$ cat src/rtl/target_pkg.sv
// Shared types and defaults for the colour-blob target locator.
package target_pkg;

  localparam int IMG_W_DEF     = 320;
  localparam int IMG_H_DEF     = 240;
  localparam int MIN_COUNT_DEF = 64;

  localparam int X_W   = 9;
  localparam int Y_W   = 8;
  localparam int CNT_W = 17;

  typedef enum logic [1:0] {
    IDLE,
    ACCUM,
    REPORT
  } state_t;

  typedef struct packed {
    logic [X_W-1:0] x_min;
    logic [X_W-1:0] x_max;
    logic [Y_W-1:0] y_min;
    logic [Y_W-1:0] y_max;
  } bbox_t;

  // min at all-ones and max at zero, so the first hit sets all four
  localparam bbox_t BBOX_INIT = {
    {X_W{1'b1}}, {X_W{1'b0}},
    {Y_W{1'b1}}, {Y_W{1'b0}}
  };

  function automatic logic [X_W-1:0] mid_x(
    input logic [X_W-1:0] a,
    input logic [X_W-1:0] b
  );
    logic [X_W:0] s;
    s = {1'b0, a} + {1'b0, b};
    return s[X_W:1];
  endfunction

  function automatic logic [Y_W-1:0] mid_y(
    input logic [Y_W-1:0] a,
    input logic [Y_W-1:0] b
  );
    logic [Y_W:0] s;
    s = {1'b0, a} + {1'b0, b};
    return s[Y_W:1];
  endfunction

endpackage

$ cat src/rtl/pixel_xy_counter.sv
// Raster position counter; clear+advance together lands on the
// position after (0,0), since the clearing beat is pixel (0,0).
module pixel_xy_counter
  import target_pkg::*;
#(
  parameter int IMG_W = IMG_W_DEF,
  parameter int IMG_H = IMG_H_DEF
) (
  input  logic           clk,
  input  logic           rst_n,
  input  logic           clear,
  input  logic           advance,
  output logic [X_W-1:0] x,
  output logic [Y_W-1:0] y,
  output logic           last_pixel
);

  localparam logic [X_W-1:0] X_LAST = X_W'(IMG_W - 1);
  localparam logic [Y_W-1:0] Y_LAST = Y_W'(IMG_H - 1);

  logic [X_W-1:0] r_x;
  logic [Y_W-1:0] r_y;
  logic [X_W-1:0] w_xb;
  logic [Y_W-1:0] w_yb;

  always_comb begin
    w_xb = clear ? '0 : r_x;
    w_yb = clear ? '0 : r_y;
  end

  always_ff @(posedge clk or negedge rst_n) begin
    if (!rst_n) begin
      r_x <= '0;
      r_y <= '0;
    end else if (advance) begin
      if (w_xb == X_LAST) begin
        r_x <= '0;
        r_y <= (w_yb == Y_LAST) ? '0 : w_yb + 1'b1;
      end else begin
        r_x <= w_xb + 1'b1;
        r_y <= w_yb;
      end
    end else if (clear) begin
      r_x <= '0;
      r_y <= '0;
    end
  end

  assign x          = r_x;
  assign y          = r_y;
  assign last_pixel = (r_x == X_LAST) && (r_y == Y_LAST);

endmodule

$ cat src/rtl/target_locator.sv
// Per-frame bounding box, centre and pixel count of
// colour-matched pixels in a raster pixel stream.
module target_locator
  import target_pkg::*;
#(
  parameter int IMG_W     = IMG_W_DEF,
  parameter int IMG_H     = IMG_H_DEF,
  parameter int MIN_COUNT = MIN_COUNT_DEF
) (
  input  logic             clk,
  input  logic             rst_n,
  input  logic             pix_valid,
  input  logic             pix_sop,
  input  logic             pix_eop,
  input  logic             is_target,
  output logic             result_valid,
  output logic             target_found,
  output logic [X_W-1:0]   x_min,
  output logic [X_W-1:0]   x_max,
  output logic [X_W-1:0]   x_centre,
  output logic [Y_W-1:0]   y_min,
  output logic [Y_W-1:0]   y_max,
  output logic [Y_W-1:0]   y_centre,
  output logic [CNT_W-1:0] pixel_count,
  output logic             frame_error
);

  localparam logic [CNT_W-1:0] CNT_MAX = '1;
  localparam logic [CNT_W-1:0] MIN_CNT = CNT_W'(MIN_COUNT);
  localparam logic ONE_PIX = (IMG_W == 1) && (IMG_H == 1);

  state_t           r_state;
  logic [CNT_W-1:0] r_cnt;
  bbox_t            r_bb;
  logic             r_full;
  logic             r_ovr;
  logic             r_abort;

  logic [X_W-1:0]   w_x;
  logic [Y_W-1:0]   w_y;
  logic             w_last_c;
  logic             w_sop;
  logic             w_eop_done;
  logic             w_take;
  logic [X_W-1:0]   w_px;
  logic [Y_W-1:0]   w_py;
  logic             w_lastp;
  logic [CNT_W-1:0] w_cnt_n;
  bbox_t            w_bb_n;
  logic             w_full_n;
  logic             w_ovr_n;
  logic             w_abort_n;
  logic             w_found;
  logic             w_err;

  pixel_xy_counter #(
    .IMG_W (IMG_W),
    .IMG_H (IMG_H)
  ) u_xy (
    .clk        (clk),
    .rst_n      (rst_n),
    .clear      (w_sop),
    .advance    (w_take),
    .x          (w_x),
    .y          (w_y),
    .last_pixel (w_last_c)
  );

  assign w_sop = pix_valid & pix_sop;
  assign w_eop_done = pix_valid & pix_eop &
                      (pix_sop | (r_state == ACCUM));
  // sop inside a frame poisons the report of the restarted frame
  assign w_abort_n = w_sop ? (r_state == ACCUM) : r_abort;

  always_comb begin
    w_take   = 1'b0;
    w_px     = w_x;
    w_py     = w_y;
    w_lastp  = w_last_c;
    w_cnt_n  = r_cnt;
    w_bb_n   = r_bb;
    w_full_n = r_full;
    w_ovr_n  = r_ovr;
    if (w_sop) begin
      w_take   = 1'b1;
      w_px     = '0;
      w_py     = '0;
      w_lastp  = ONE_PIX;
      w_cnt_n  = '0;
      w_bb_n   = BBOX_INIT;
      w_full_n = 1'b0;
      w_ovr_n  = 1'b0;
    end else if (r_state == ACCUM && pix_valid) begin
      if (r_full) w_ovr_n = 1'b1;
      else        w_take  = 1'b1;
    end
    if (w_take) begin
      if (is_target) begin
        if (w_cnt_n != CNT_MAX) w_cnt_n = w_cnt_n + 1'b1;
        if (w_px < w_bb_n.x_min) w_bb_n.x_min = w_px;
        if (w_px > w_bb_n.x_max) w_bb_n.x_max = w_px;
        if (w_py < w_bb_n.y_min) w_bb_n.y_min = w_py;
        if (w_py > w_bb_n.y_max) w_bb_n.y_max = w_py;
      end
      if (w_lastp) w_full_n = 1'b1;
    end
  end

  assign w_found = (w_cnt_n >= MIN_CNT);
  assign w_err   = w_ovr_n | w_abort_n;

  always_ff @(posedge clk or negedge rst_n) begin
    if (!rst_n) begin
      r_state      <= IDLE;
      r_cnt        <= '0;
      r_bb         <= BBOX_INIT;
      r_full       <= 1'b0;
      r_ovr        <= 1'b0;
      r_abort      <= 1'b0;
      result_valid <= 1'b0;
      target_found <= 1'b0;
      x_min        <= '0;
      x_max        <= '0;
      x_centre     <= '0;
      y_min        <= '0;
      y_max        <= '0;
      y_centre     <= '0;
      pixel_count  <= '0;
      frame_error  <= 1'b0;
    end else begin
      r_cnt        <= w_cnt_n;
      r_bb         <= w_bb_n;
      r_full       <= w_full_n;
      r_ovr        <= w_ovr_n;
      r_abort      <= w_abort_n;
      result_valid <= w_eop_done;

      unique case (r_state)
        IDLE, REPORT: begin
          if (w_sop) r_state <= pix_eop ? REPORT : ACCUM;
          else       r_state <= IDLE;
        end
        ACCUM: begin
          if (w_eop_done) r_state <= REPORT;
        end
        default: r_state <= IDLE;
      endcase

      // results land on the eop edge so they are visible in REPORT
      if (w_eop_done) begin
        pixel_count  <= w_cnt_n;
        target_found <= w_found;
        frame_error  <= w_err;
        if (w_found) begin
          x_min    <= w_bb_n.x_min;
          x_max    <= w_bb_n.x_max;
          x_centre <= mid_x(w_bb_n.x_min, w_bb_n.x_max);
          y_min    <= w_bb_n.y_min;
          y_max    <= w_bb_n.y_max;
          y_centre <= mid_y(w_bb_n.y_min, w_bb_n.y_max);
        end else begin
          x_min    <= '0;
          x_max    <= '0;
          x_centre <= '0;
          y_min    <= '0;
          y_max    <= '0;
          y_centre <= '0;
        end
      end
    end
  end

endmodule

$ cat config.mk
export PLATFORM = sky130hd
export DESIGN_NAME = target_locator
export DESIGN_NICKNAME = d
export VERILOG_FILES = /design/src/rtl/target_pkg.sv /design/src/rtl/pixel_xy_counter.sv /design/src/rtl/target_locator.sv
export SDC_FILE = /design/constraint.sdc
export NUM_CORES = 1
export LEC_CHECK = 0
export ABC_AREA = 1
export BUFFER_PORTS_ARGS = -buffer_cell sky130_fd_sc_hd__buf_2
export CORE_AREA = 5 5 182 184
export DETAILED_ROUTE_END_ITERATION = 6
export DIE_AREA = 0 0 187 189
export PLACE_DENSITY = 0.4
export SYNTH_ARGS = -nofsm -noshare
export SYNTH_HDL_FRONTEND = slang
export SYNTH_SLANG_ARGS = --single-unit
$ cat constraint.sdc
create_clock -name clk -period 5.3 [get_ports clk]
set_clock_uncertainty 0.05 [all_clocks]
set_input_delay 0.265 -clock clk [delete_from_list [all_inputs] [get_ports clk]]
set_output_delay 0.265 -clock clk [all_outputs]
set_load 0.03 [all_outputs]
==> summary.md <==
• GR Util met3: 2.71%
• final worst path period need: 4.16 ns
• commonest non-fill, non-tap cells in the layout: nand2_1, dfrtp_1, inv_1
• part of the cycle the worst path needs: 78.4%
• max-cap check violation count: 0
• Avg WL per Cell: 14.9 µm
• data arrival at the endpoint of the critical path: 4.39 ns
• area taken by flip-flops and latches: 3620 µm²
• gr ovfl total: 0
• most utilized layer in the global route result: met2
• number of global-route vias before repair: 6655
• family with the most delay on the worst path: compound AO/OA/AOI/OAI gates
• most instantiated flip-flop cell in the synthesis netlist: dfrtp_1
• Critical Path End Type: flop
• Worst Setup Start Kind: flop
• horizontal die dimension: 187 µm
• final hold violation count: 0
• initial antenna violation count: 0
• buffer levels on the longest clock path: 2
• maximum ir drop on the vdd rail: 224 µV
• part of the total power dissipated in combinational logic: 18.6%
• global-route wire length before repair: 36500 µm
• worst reg2reg path startpoint: r_state[1]
• vertical die dimension: 189 µm
• total power density per cell area: 321 nW/µm²
• cell depth of the worst min-delay path: 2
• antenna violation net count after detailed routing: 0
• Hold Crit Class: in -> reg
• DRC errors left: 0
• combined area of the multi-input logic cells: 3760 µm²
• worst setup slack after placement: 0.761 ns
• met1 usage in global routing: 17.8%
• Initial Utilization: 25.5%
• maximum fanout encountered on the critical timing path: 12
• area of the core: 31200 µm²
• Pleak: 4.94 nW
• Psw: 0.942 mW
• total of warnings raised by yosys: 0
• Layout Nets: 1109
• top-level I/O count: 77
• maximum achievable frequency: 241 MHz
• total negative slack: 0 ns
• count of buffering cells on the critical path with inverters included: 1
• count of port buffers added during placement: 76
• detailed router's first-iteration violation count: 319
• Worst Reg-to-Reg Cells: 18
• diode count: 0
• commonest non-fill, non-tap cell in the layout: nand2_1
• ys async rst share: 100%
• portion of total power attributed to sequential cells: 41.1%
• actual transition at the worst max-transition pin: 0.938 ns
• result of the run: complete, no violations
• Slowest Stage Delay on Critical Path: 0.49 ns
• sequential-to-total area share from yosys stat: 45.5%
• endpoint of the worst hold path: r_state[0]
• number of enable flip-flop cells after synthesis: 0
• total global-route track usage: 12.8%
• clock latency of the later-clocked register in the worst-skew pair: 0.43 ns
• clk sinks: 144
• slew margin rel.: 37.5%
• Synth Cell Area: 7970 µm²
• standard cell with the maximum stage delay on the critical path: o21ai_2
• worst slack on hold paths: 0.0436 ns
• largest net degree at the start of global routing: 94
• overall power of the completed layout: 2.99 mW
• synthesized instance count: 979
• number of buffers inserted during clock tree synthesis: 17
• number of setup violations in the final report: 0
• post-cts sizing count: 0
• std cell rows: 65
• share of post-route cells with drive strength above 1: 18.5%
• TritonCTS clock tree: done
• M2 GR Usage: 20.5%
• worst reg2reg path endpoint: x_centre[7]
• Detailed Route WL: 21900 µm
• clock tree root driver cell: clkbuf_16
• crit path kind: reg -> reg
• Int Power: 2.05 mW
• count of fill cells added during filler insertion: 3415
• source of the worst hold timing path: pix_eop
• chain of cells forming the critical path: nor2_4 -> nand2_2 -> o21ai_2 -> nand2_2 -> nor3b_2 -> nand2_2 -> o21ai_0 -> ha_1 -> a21oi_1 -> o21ai_0 -> a21o_1 -> a21oi_1 -> inv_1 -> a21oi_1 -> nor2_1 -> nor2_1 -> xor2_1 -> o21ai_0
• Clock power frac: 40.3%
• Netlist cell types: 52
• mean cell area of the mapped netlist: 8.14 µm²
• final setup slack of the worst path: 1.14 ns
• setup repair after global routing missed its margin: no
• layout overhead on the synthesized area: 17.1%
• Die ar.: 35300 µm²
• R2R Setup Slk: 1.14 ns
• flip-flop and latch count after synthesis: 144
• fraction of power spent switching nets: 31.5%
• vias per std cell: 4.31
• count of pins over their slew limit: 0
• worst endpoint required time: 5.54 ns
• Post-Layout Inst Area: 9340 µm²
• count of TritonRoute iterations in the first routing pass: 5
• Placed Instance Area: 8760 µm²
• clock transition time at the flip-flop clock pins of the worst setup and hold paths: 0.07 ns
• Synth Net Count: 1031
• detailed placement HPWL: 16000 µm
• Final GP Congestion: 0.792
• number of levels the H-tree was split into: 4
• total via count in the routed design: 6345
==> repair_timing <==
item / 4_1_cts / 5_1_grt
hold buffers: 1 / 0
setup buffers: 0 / 0
endpoints found under the setup margin: 0 / 0
hold endpoints to repair: 77 / 0
==> sequential cells by signal, summed over array words and instances, names as in the netlist, 2 cells and up <==
signal,flops
x_centre,9
y_centre,8
r_state,2
x_max,9
y_max,8
u_xy.x,9
x_min,9
pixel_count,17
u_xy.y,8
y_min,8
r_cnt,17
r_bb,34
==> worst register-to-register path, stage by stage (launching register included) <==
cell and delay [ns]:
dfrtp_1 0.40, nor2_4 0.12, nand2_2 0.09, o21ai_2 0.49, nand2_2 0.31, nor3b_2 0.31
nand2_2 0.15, o21ai_0 0.46, ha_1 0.38, a21oi_1 0.14, o21ai_0 0.15, a21o_1 0.19
a21oi_1 0.18, inv_1 0.06, a21oi_1 0.13, nor2_1 0.06, nor2_1 0.11, xor2_1 0.15
o21ai_0 0.10
==> logic make-up after synthesis <==
group	count (synthesis)	share of synthesized area, %
fa+ha+maj	46	7.41
xor+xnor	19	2.18
buf+inv	135	7.39
compound gates	128	8.90
simple gates	507	28.7
flops	144	45.5
==> stage by stage <==
step | utilization, % | instances
after floorplan | - | 979
after global placement | 28.0 | 1439
after detailed placement | 28.0 | 1439
after CTS | 29.9 | 1472
after global routing | 29.9 | 1472
final | 29.9 | 1472
==> how the worst max path moves through the flow <==
| stage | endpoint | from | slack, ns | cells after the start |
|---|---|---|---|---|
| after floorplan | x_centre[7] | pix_sop | 1.17 | 29 |
| after global placement | y_centre[7] | pix_valid | 0.87 | 19 |
| after detailed placement | x_centre[7] | pix_valid | 0.76 | 25 |
| after CTS | x_centre[7] | r_state[1] | 1.08 | 18 |
| after global routing | x_centre[7] | r_state[1] | 0.63 | 18 |
| final | x_centre[7] | r_state[1] | 1.14 | 18 |
==> synthesized netlist by cell type, types with 2 or more instances <==
master / instances / share of area [%]
inv_2: 12 / 0.56
nor4_1: 2 / 0.16
nor3b_1: 3 / 0.28
nand4_4: 3 / 0.80
nor3_2: 2 / 0.25
inv_1: 92 / 4.3
o21ai_2: 2 / 0.22
nand3_1: 42 / 2.6
nand4_1: 12 / 0.94
nand3_2: 6 / 0.75
a21oi_1: 26 / 1.6
ha_1: 44 / 6.9
nand3b_1: 2 / 0.19
buf_6: 10 / 1.4
a21o_1: 2 / 0.19
nand2_4: 2 / 0.28
a211oi_1: 3 / 0.28
nor2_2: 9 / 0.71
a31oi_1: 8 / 0.63
o21ai_0: 70 / 4.4
fa_1: 2 / 0.50
nand2_1: 328 / 15
nor2_4: 5 / 0.71
dfrtp_1: 127 / 40
nand2_2: 12 / 0.94
o21ai_1: 7 / 0.44
nor2_1: 70 / 3.3
dfstp_2: 17 / 5.6
xor2_1: 12 / 1.3
o31ai_1: 2 / 0.19
nor3_1: 4 / 0.25
clkbuf_1: 15 / 0.71
buf_2: 2 / 0.13
xnor2_1: 6 / 0.66
==> power groups by stage <==
stage	clock network (mW)	registers, mW	logic, mW
after detailed placement	0	1.25	0.568
after global placement	0	1.25	0.571
after global routing	1.29	1.24	0.642
after CTS	1.25	1.23	0.571
after floorplan	0	1.29	0.352
final	1.21	1.23	0.558
==> routing by layer <==
layer,routed length [µm],up-vias
li1,-,3292
met1,11100,2941
met3,665,18
met5,0,-
met2,9830,94
met4,272,0
==> cell type report <==
cell class / count / share of cell area (%)
Multi-Input combinational cell: 700 / 40.3
Sequential cell: 144 / 38.8
Tap cell: 402 / 5.39
Timing Repair Buffer: 88 / 5.13
Clock buffer: 18 / 4.60
Inverter: 106 / 4.27
Clock inverter: 14 / 1.50
No activity file was read; power rests on OpenSTA's default activity.
